[src/rtl/cpu_step_controller.sv]
// Debug clock generator for single-stepping or free-running a CPU under test,
// with halt request, breakpoint stop and a count of issued clock periods.
module cpu_step_controller #(
  parameter int p_data_width  = 16,
  parameter int p_half_period = 4,
  parameter int p_count_width = 16
) (
  input  logic                     i_w_clk,
  input  logic                     i_w_reset,
  input  logic                     i_w_step,
  input  logic                     i_w_run,
  input  logic                     i_w_halt,
  input  logic                     i_w_bp_enable,
  input  logic [p_data_width-1:0]  i_w_bp_value,
  input  logic [p_data_width-1:0]  i_w_cpu_state,
  output logic                     o_w_debug_clk,
  output logic                     o_w_running,
  output logic                     o_w_bp_hit,
  output logic [p_count_width-1:0] o_w_cycle_count
);

  localparam int unsigned PW = (p_half_period > 1) ? $clog2(p_half_period) : 1;
  localparam logic [PW-1:0] PHASE_LAST = PW'(p_half_period - 1);

  typedef enum logic [2:0] {
    IDLE,
    STEP_HIGH,
    STEP_LOW,
    RUN_HIGH,
    RUN_LOW
  } state_t;

  state_t        state, state_nx;
  logic [PW-1:0] phase, phase_nx;
  logic          phase_end;
  logic          halt_pend, halt_pend_nx;
  logic          bp_hit_nx;
  logic          bp_match;
  logic          bump;

  always_comb begin
    state_nx     = state;
    halt_pend_nx = halt_pend;
    bp_hit_nx    = o_w_bp_hit;
    bump         = 1'b0;
    phase_end    = (phase == PHASE_LAST);
    bp_match     = i_w_bp_enable && (i_w_cpu_state == i_w_bp_value);

    case (state)
      IDLE: begin
        halt_pend_nx = 1'b0;
        if (i_w_halt) begin
          state_nx = IDLE;
        end else if (i_w_run) begin
          state_nx  = RUN_HIGH;
          bump      = 1'b1;
          bp_hit_nx = 1'b0;
        end else if (i_w_step) begin
          state_nx  = STEP_HIGH;
          bump      = 1'b1;
          bp_hit_nx = 1'b0;
        end
      end
      STEP_HIGH: if (phase_end) state_nx = STEP_LOW;
      STEP_LOW:  if (phase_end) state_nx = IDLE;
      RUN_HIGH: begin
        halt_pend_nx = halt_pend | i_w_halt;
        if (phase_end) state_nx = RUN_LOW;
      end
      RUN_LOW: begin
        // a halt arriving on the very last LOW cycle still stops this period
        halt_pend_nx = halt_pend | i_w_halt;
        if (phase_end) begin
          if (halt_pend_nx || bp_match) begin
            state_nx     = IDLE;
            halt_pend_nx = 1'b0;
            if (bp_match) bp_hit_nx = 1'b1;
          end else begin
            state_nx = RUN_HIGH;
            bump     = 1'b1;
          end
        end
      end
      default: state_nx = IDLE;
    endcase

    phase_nx = (state == IDLE || phase_end) ? '0 : phase + PW'(1);
  end

  always_ff @(posedge i_w_clk) begin
    if (i_w_reset) begin
      state           <= IDLE;
      phase           <= '0;
      halt_pend       <= 1'b0;
      o_w_debug_clk   <= 1'b0;
      o_w_running     <= 1'b0;
      o_w_bp_hit      <= 1'b0;
      o_w_cycle_count <= '0;
    end else begin
      state         <= state_nx;
      phase         <= phase_nx;
      halt_pend     <= halt_pend_nx;
      o_w_debug_clk <= (state_nx == STEP_HIGH) || (state_nx == RUN_HIGH);
      o_w_running   <= (state_nx == RUN_HIGH) || (state_nx == RUN_LOW);
      o_w_bp_hit    <= bp_hit_nx;
      if (bump) o_w_cycle_count <= o_w_cycle_count + p_count_width'(1);
    end
  end

endmodule

[config.mk]
export PLATFORM = sky130hd
export DESIGN_NAME = cpu_step_controller
export DESIGN_NICKNAME = d
export VERILOG_FILES = /design/src/rtl/cpu_step_controller.sv
export SDC_FILE = /design/constraint.sdc
export NUM_CORES = 1
export LEC_CHECK = 0
export ABC_AREA = 0
export CAP_MARGIN = 40
export CORE_MARGIN = 2
export CORE_UTILIZATION = 39
export CTS_BUF_LIST = sky130_fd_sc_hd__clkbuf_16
export CTS_CLUSTER_SIZE = 28
export DETAILED_ROUTE_END_ITERATION = 10
export GPL_TIMING_DRIVEN = 0
export PLACE_DENSITY = 0.76
export SLEW_MARGIN = 20
export SYNTH_ARGS = -nofsm -noshare
export SYNTH_HDL_FRONTEND = slang
export SYNTH_SLANG_ARGS = --single-unit
[constraint.sdc]
create_clock -name i_w_clk -period 2.1 [get_ports i_w_clk]
set_clock_uncertainty 0.1 [all_clocks]
set_input_delay 0.525 -clock i_w_clk [delete_from_list [all_inputs] [get_ports i_w_clk]]
set_output_delay 0.525 -clock i_w_clk [all_outputs]
set_load 0.005 [all_outputs]
==> impl.org, run 1 <==
** Status
- The run finished with clean final reports.

** Timing
- Measured against its own limit, the worst slew margin works out to 62.86%.
- Setup repair after global routing could not meet its margin everywhere.
- Final Hold Viols :: 0
- Fin crit period :: 2.098 ns
- Based on the critical path, the design can be clocked at up to 0.4765 GHz.
- Number of max-slew violations in the final report :: 0
- Least-Margin Pin Slew :: 0.5571 ns
- Setup violations remaining at the end of the flow were counted as 0.
- In the finished design, the share of the clock period the worst path needs comes to 99.93%.

** Yosys
- Counting distinct cell types in the post-synthesis netlist gives 43.
- Yosys warning total :: 0
- Async set-reset flop share out of synthesis :: 0%
- Flip-flop and latch count after synthesis :: 25
- Synthesis produced a netlist with a net count of 216.
- For this run, the leading register cell type out of synthesis is sky130_fd_sc_hd__dfxtp_1.
- Yosys mapped a number of flops with a built-in enable equal to 0.
- The share of the Yosys chip area taken by registers is 34.51%.
- Synthesized instance count :: 176
- The synthesized netlist occupies a cell area of 0.001450 mm2.
- Mean post-synth cell area :: 8.239 um2

** Setup path
- The critical path goes through clkdlybuf4s15_1, xor2_2, nor4_4, buf_4, a211oi_4, a211oi_4, buf_6, or3_1, a21oi_1.
- At the worst endpoint, the arrival time is 2.13 ns.
- Data required time at the worst endpoint :: 2.13 ns
- Of all nets on the critical path, the largest fanout is 5.
- The slowest stage of the critical path belongs to the cell sky130_fd_sc_hd__a211oi_4.
- Cell with the most instances on the worst path :: sky130_fd_sc_hd__a211oi_4
- Critical path capture point type :: flop
- The kind of cell with the highest combined delay along the critical path is buffers and inverters.
- The critical path in this run is classified as in2reg.
- On the worst path, the slowest cell contributes a delay of 0.32 ns.
- The worst setup path is launched from an input port.
- Critical path buffers and inverters :: 3

** GRT
- Total routing usage reported by global routing :: 20.27%
- Entering global routing, the biggest net connects 16 pins.
- The number of global-route vias before repair came to 1464.
- For this run the aggregate overflow at the end of global routing stands at 0.
- The initial antenna violation count is 0.
- The first global-routing pass estimated 6672 um of wire.

** Detailed routing
- Final wirelength :: 4231 um
- For this run, design rule violations remaining after detail routing come to 0.
- In the routed layout, each cell is associated on average with a via count of 5.362.
- After detailed routing, the average wire length per cell comes to 14.44 um.
- Routed Antenna Nets :: 0
- First-pass detailed-route iteration total :: 4
- Via total after detailed routing :: 1571
- Iteration-0 DRC Markers :: 88

** Floorplanning
- For this configuration, the core starts out at a cell density of 40.22%.
- Die boundary height :: 64.98 um
- The floorplan step defined a core boundary enclosing 0.003606 mm2.
- Die Outline Area :: 0.004222 mm2
- # IOs :: 57
- Number of rows created at floorplan :: 22
- In this run the horizontal extent of the chip is 64.98 um.

** Clock tree
- The tree is rooted in a sky130_fd_sc_hd__clkbuf_16.
- CTS saw 25 sinks.
- Clock H-tree levels :: 1
- Hold bufs inserted after CTS :: 0
- The clock passes through at most 2 buffers.
- Clock network latency to the later pin of the worst-skew pair :: 0.26 ns
- Clock-pin slew was measured on the worst setup and hold paths at 0.07 ns.
- Buffers inserted during clock tree synthesis total 3.
- Clock tree from TritonCTS :: built

** Pwr
- The share of total power dissipated in sequential elements is 43.8%.
- Of the total power, the clock network draws 38.7%.
- Cell internal power dissipation :: 0.0008547 W
- Power density relative to cell area :: 492.2 mW/mm2
- LEAKAGE :: 0.8473 nW
- Switching part of the total power :: 25.30%
- Largest voltage drop on the vdd net :: 442.1 uV
- Sum of internal, switching and leakage power :: 0.001144 W
- In this run the power spent charging and discharging nets is 0.0002895 W.
- Gate power share :: 17.5%

** Hold path
- Kind of path behind the tightest hold check :: reg2reg

** Cells and area
- The number of antenna diodes in the final layout is 0.
- The net count of the finished layout is 286.
- Of the cells placed in the final design, the portion with a size suffix greater than 1 is 27.35%.
- Post-route design area :: 0.002325 mm2
- From synthesis to final layout, the design area changed by 60.31%.

** Placed design
- Input and output buffers added on the ports amount to 55.
- The congestion estimate from routability-driven global placement came to 0.7750.
- Summed over all nets, the half-perimeter wirelength after detailed placement is 2763 um.
- In this run the cell area measured after placement is 0.002061 mm2.

** Run
- Max-cap violation count :: 0
[Yosys cell counts (all sizes together), types with 4 or more instances]
master  count  area, um2
dfxtp      25      500.5
a21oi      20      100.1
nand2      15      56.30
xor2       15      131.4
nor2       14      52.55
o21ai      14      70.06
or3        12      80.08
nand3       6      35.03
and2        4      25.02
and3        4      30.03
inv         4      15.01
nor4        4      31.28
[worst paths after layout]
path | from | endpoint | slack [ns] | cells after the start
min | phase[0] | phase[0] | 0.33 | 1
max reg2reg | state[1] | o_w_cycle_count[11] | 0.05 | 6
max | i_w_cpu_state[11] | o_w_cycle_count[11] | 0.002 | 9
min reg2reg | phase[0] | phase[0] | 0.33 | 1
[layer usage]
metal | part of all wire, % | global-route usage (%) | vias up | wire length, um
met5 | 0 | 0 | - | 0
met1 | 42 | 25.22 | 764 | 1769
met3 | 4.0 | 3.993 | 6 | 169
li1 | - | - | 758 | -
met4 | 1.3 | 4.787 | 0 | 53
met2 | 53 | 35.82 | 43 | 2238
[power by group through the flow]
| stage | logic, W | registers [W] | clock network [W] |
|---|---|---|---|
| 2_1_floorplan | 0.0000797 | 0.000508 | 0 |
| 3_3_place_gp | 0.000180 | 0.000509 | 0 |
| 3_5_place_dp | 0.000182 | 0.000509 | 0 |
| 4_1_cts | 0.000194 | 0.000498 | 0.000447 |
| 5_1_grt | 0.000215 | 0.000503 | 0.000465 |
| 6_report | 0.000200 | 0.000501 | 0.000443 |
[logic make-up (layout without fill, tap and decap cells)]
group | after synthesis | after routing | share of synthesized area, %
AOI/OAI and AO/OA | 42 | 42 | 17.00
xor gates and xnor gates | 17 | 17 | 10.27
adders and majority gates | 2 | 2 | 1.725
buffers and inverters | 8 | 77 | 2.156
DFF | 25 | 25 | 34.51
muxes | 3 | 3 | 2.243
and+or+nand+nor | 79 | 79 | 32.10
[area by class of cell]
cell class,count,area [um2]
flip-flops and latches,25,506.7
clock inverters,1,7.507
inverters,4,15.01
well taps,48,60.06
plain buffers,4,22.52
multi-input cells,143,1079
repair buffers,65,559.3
fillers,312,1281
clock buffers,3,75.07
[flip-flops by register name, indices dropped and copies added (netlist names)]
signal	cells
halt_pend	1
o_w_bp_hit	1
o_w_cycle_count	16
o_w_debug_clk	1
o_w_running	1
phase	2
state	3
[through the flow]
| stage | TNS [ns] | utilization, % | instances | hold WS [ns] | worst slack [ns] |
|---|---|---|---|---|---|
| CTS | 0 | 63.71 | 291 | 0.3319 | 0.001153 |
| global route | -0.08524 | 64.47 | 293 | 0.3397 | -0.02045 |
| detailed placement | -13.97 | 57.15 | 279 | 0.3176 | -0.8344 |
| global placement | -11.53 | 57.15 | 279 | 0.3090 | -0.7014 |
| floorplan | 0 | - | 176 | 0.2962 | 0.03013 |
| finish | 0 | 64.47 | 293 | 0.3288 | 0.001525 |
[layout by cell type (no fill, tap or decap), types with 2 or more instances in the layout]
cell                              instances
sky130_fd_sc_hd__nand2b_1                 2
sky130_fd_sc_hd__or3_4                    2
sky130_fd_sc_hd__nand3b_1                 3
sky130_fd_sc_hd__dlygate4sd2_1           12
sky130_fd_sc_hd__inv_1                    4
sky130_fd_sc_hd__clkdlybuf4s50_1         22
sky130_fd_sc_hd__nand3_1                  5
sky130_fd_sc_hd__clkdlybuf4s15_1         10
sky130_fd_sc_hd__nand2_1                 13
sky130_fd_sc_hd__a211oi_4                 3
sky130_fd_sc_hd__and2_1                   2
sky130_fd_sc_hd__and2_4                   2
sky130_fd_sc_hd__clkbuf_1                 3
sky130_fd_sc_hd__dfxtp_1                 20
sky130_fd_sc_hd__clkbuf_2                11
sky130_fd_sc_hd__clkbuf_16                3
sky130_fd_sc_hd__nor2b_1                  3
sky130_fd_sc_hd__buf_6                    2
sky130_fd_sc_hd__a21oi_1                 16
sky130_fd_sc_hd__o21ai_0                  8
sky130_fd_sc_hd__xor2_2                   4
sky130_fd_sc_hd__nor2_2                   2
sky130_fd_sc_hd__xor2_1                  11
sky130_fd_sc_hd__or3_1                   10
sky130_fd_sc_hd__a21oi_2                  4
sky130_fd_sc_hd__o21ai_1                  5
sky130_fd_sc_hd__dfxtp_2                  5
sky130_fd_sc_hd__nand2_2                  2
sky130_fd_sc_hd__nor2_1                  11
sky130_fd_sc_hd__nand4_1                  2
sky130_fd_sc_hd__and3_1                   3
sky130_fd_sc_hd__nor4_2                   3
sky130_fd_sc_hd__a31oi_1                  2
sky130_fd_sc_hd__buf_4                    9
[timing repair]
| item | CTS | global route |
|---|---|---|
| pin swaps | 30 | 27 |
| setup buffers | 8 | 3 |
| setup endpoints to repair | 21 | 15 |
| resized for setup | 69 | 38 |
| cloned | 1 | 0 |
Power figures use the tool's default switching activity.
==> inputs of run 2 (changes only) <==
- PLACE_DENSITY: 0.76 -> 0.79
- TNS_END_PERCENT: not set -> 5
==> impl.org, run 2 (same netlist as run 1, synthesis figures left out) <==
** Timing
- The ratio of final minimum period to clock period came to 98.36% (-1.6 points).
- The count of pins over their slew limit is 0 (unchanged).
- The transition at the pin with the smallest max-transition slack came to 0.5242 ns (-0.03288 ns).
- The final setup violation count was 0 (unchanged).
- Fin crit period :: 2.066 ns (-0.03293 ns)
- Final Hold Viols :: 0 (unchanged)
- Worst hold margin :: 0.3240 ns (-0.004745 ns)
- Relative slew slack :: 65.05% (+2.2 points)
- Highest achievable clock rate :: 0.4841 GHz (+1.6%)
- Post-layout worst setup margin :: 0.03446 ns (+0.03293 ns)

** Cells and area
- Relative to the synthesized area, the layout overhead comes to 62.81%.
- The number of standard cells in the final layout excluding fillers was 293 (unchanged).
- Share of the core filled with cells in the final layout :: 65.48% (+1.0 points)
- Fin nets :: 286 (unchanged)
- The largest registers in the layout are o_w_cycle_count x16, state x3, phase x2.
- The count of antenna diodes in the layout came to 0 (unchanged).
- Largest register by flop count :: o_w_cycle_count
- Commonest non-fill, non-tap cell in the layout :: sky130_fd_sc_hd__clkdlybuf4s50_1
- Max reg flops :: 16 (unchanged)
- Proportion of layout cells with a drive suffix above 1 :: 30.20% (+2.9 points)
- In the layout the commonest cells are sky130_fd_sc_hd__clkdlybuf4s50_1, sky130_fd_sc_hd__dfxtp_1, sky130_fd_sc_hd__a21oi_1.

** Setup path
- Type of the worst setup path :: in2reg
- The worst setup path is captured at a flop.
- The data arrival time at the worst-slack endpoint came to 2.16 ns (+0.03 ns).
- Internal reg-to-reg setup slack :: 0.05 ns (about the same)
- The worst setup path is launched from an input port.
- CP max FO :: 5 (unchanged)
- The required arrival time at the worst endpoint came to 2.19 ns (+0.06 ns).

** GRT
- Global-route wire length before repair :: 6837 um (+2.5%)
- The overall global routing resource usage is 20.56% (+0.29 points).
- The number of global-route vias before repair was 1492 (+1.9%).
- Grt ovf :: 0 (unchanged)
- Antenna violations before repair :: 0 (unchanged)
- Pin count of the biggest net entering global routing :: 16 (unchanged)

** Hold path
- The min-delay analysis places its worst path in the category reg2reg.

** Pwr
- The switching power is 0.0002769 W (-4.3%).
- The power density of the placed cells is 477.8 mW/mm2 (-2.9%).
- Cell internal power dissipation :: 0.0008512 W (-0.41%)
- The part of the total power dissipated in combinational logic was 17.6% (about the same).
- The worst-case vdd ir drop was 343.5 uV (-22%).
- Share of total power in the clock network :: 37.9% (-0.8 points)
- The leakage power of the design came to 0.8585 nW (+1.3%).
- The fraction of power spent switching nets came to 24.55% (-0.75 points).
- Share of total power in sequential cells :: 44.5% (+0.7 points)

** Floorplanning
- The area inside the core boundary is 0.003606 mm2 (unchanged).
- # IOs :: 57 (unchanged)
- The full die area was 0.004222 mm2 (unchanged).
- Die boundary height :: 64.98 um (unchanged)
- Number of rows created at floorplan :: 22 (unchanged)
- Die width :: 64.98 um (unchanged)
- Effective utilization at floorplan :: 40.22% (unchanged)

** Clock tree
- Buffer levels on the longest clock path :: 2 (unchanged)
- TritonCTS built the clock tree.
- The number of clock buffers inserted by TritonCTS came to 3 (unchanged).
- Clock H-tree levels :: 1 (unchanged)
- The CTS sink count came to 25 (unchanged).
- The clock transition time at the flip-flop clock pins of the worst setup and hold paths is 0.07 ns (about the same).
- Clock network latency to the later pin of the worst-skew pair :: 0.26 ns (about the same)
- The cell sitting at the root of the clock tree is a sky130_fd_sc_hd__clkbuf_16.

** Placed design
- Count of input and output buffers :: 55 (unchanged)
- Placed Instances :: 279 (unchanged)
- Worst slack at placement :: -0.7019 ns (+0.1325 ns)
- Placer congestion estimate :: 0.7987 (+3.1%)
- DP HPWL :: 2666 um (-3.5%)

** Detailed routing
- The final routed wirelength across all metal layers is 4019 um (-5.0%).
- The first-pass detailed-route iteration total is 4 (unchanged).
- Routed Antenna Nets :: 0 (unchanged)
- Remaining design rule violation count :: 0 (unchanged)
- Via total after detailed routing :: 1546 (-1.6%)
- The number of design-rule violations left by the first detailed-router iteration came to 58 (-34%).
- The via density per instance came to 5.276 (-1.6%).
- The mean routed wirelength per cell came to 13.72 um (-5.0%).

** Status
- Result of the run :: completed

** Run
- Max-cap violation count :: 0 (unchanged)
## run 2: stage by stage
stage               area, um2   TNS, ns   power, W
finish                   2361         0   0.001128
global placement         2061    -11.62  0.0006884
detailed placement       2061    -11.15  0.0006903
floorplan                1450         0  0.0005874
CTS                      2320         0   0.001131
global route             2361  -0.04591   0.001182
## run 2: worst paths after layout
check / end / cells past startpoint / startpoint
worst max-delay path: o_w_cycle_count[14] / 8 / i_w_halt
worst min-delay path: phase[0] / 1 / phase[0]
worst max register to register: o_w_cycle_count[14] / 8 / phase[0]
worst min register to register: phase[0] / 1 / phase[0]
## run 2: what timing repair did
action | CTS | global route
buffers inserted | 9 | 1
gates cloned | 1 | 0
endpoints found under the setup margin | 20 | 14
pin swaps | 29 | 23
resized for setup | 83 | 41
hold buffers | 0 | 0
## run 2: power groups by stage
stage	logic [W]	registers (W)	clock network, W
floorplan	0.0000797	0.000508	0
global placement	0.000179	0.000509	0
detailed placement	0.000181	0.000509	0
CTS	0.000191	0.000500	0.000440
global route	0.000217	0.000504	0.000461
finish	0.000199	0.000502	0.000427
## run 2: critical path, stage by stage
cell	delay [ns]
sky130_fd_sc_hd__dlygate4sd2_1	0.36
sky130_fd_sc_hd__nor2_4	0.20
sky130_fd_sc_hd__and2_4	0.20
sky130_fd_sc_hd__and3_4	0.20
sky130_fd_sc_hd__a211oi_4	0.06
sky130_fd_sc_hd__buf_6	0.13
sky130_fd_sc_hd__or3_4	0.35
sky130_fd_sc_hd__a21oi_1	0.13
## run 2: metal layers
layer	up-vias	global-route usage, %	part of all wire (%)
met5	-	0	0
met4	0	3.457	0.65
met3	2	3.646	5.0
met2	44	36.98	53
met1	735	25.87	42
li1	765	-	-
## run 2: area by class of cell
type,instances,area [um2]
Fill cell,299,1245
Multi-Input combinational cell,143,1126
Tap cell,48,60.06
Sequential cell,25,505.5
Clock inverter,1,7.507
Timing Repair Buffer,65,549.3
Clock buffer,3,75.07
Inverter,4,15.01
Buffer,4,22.52
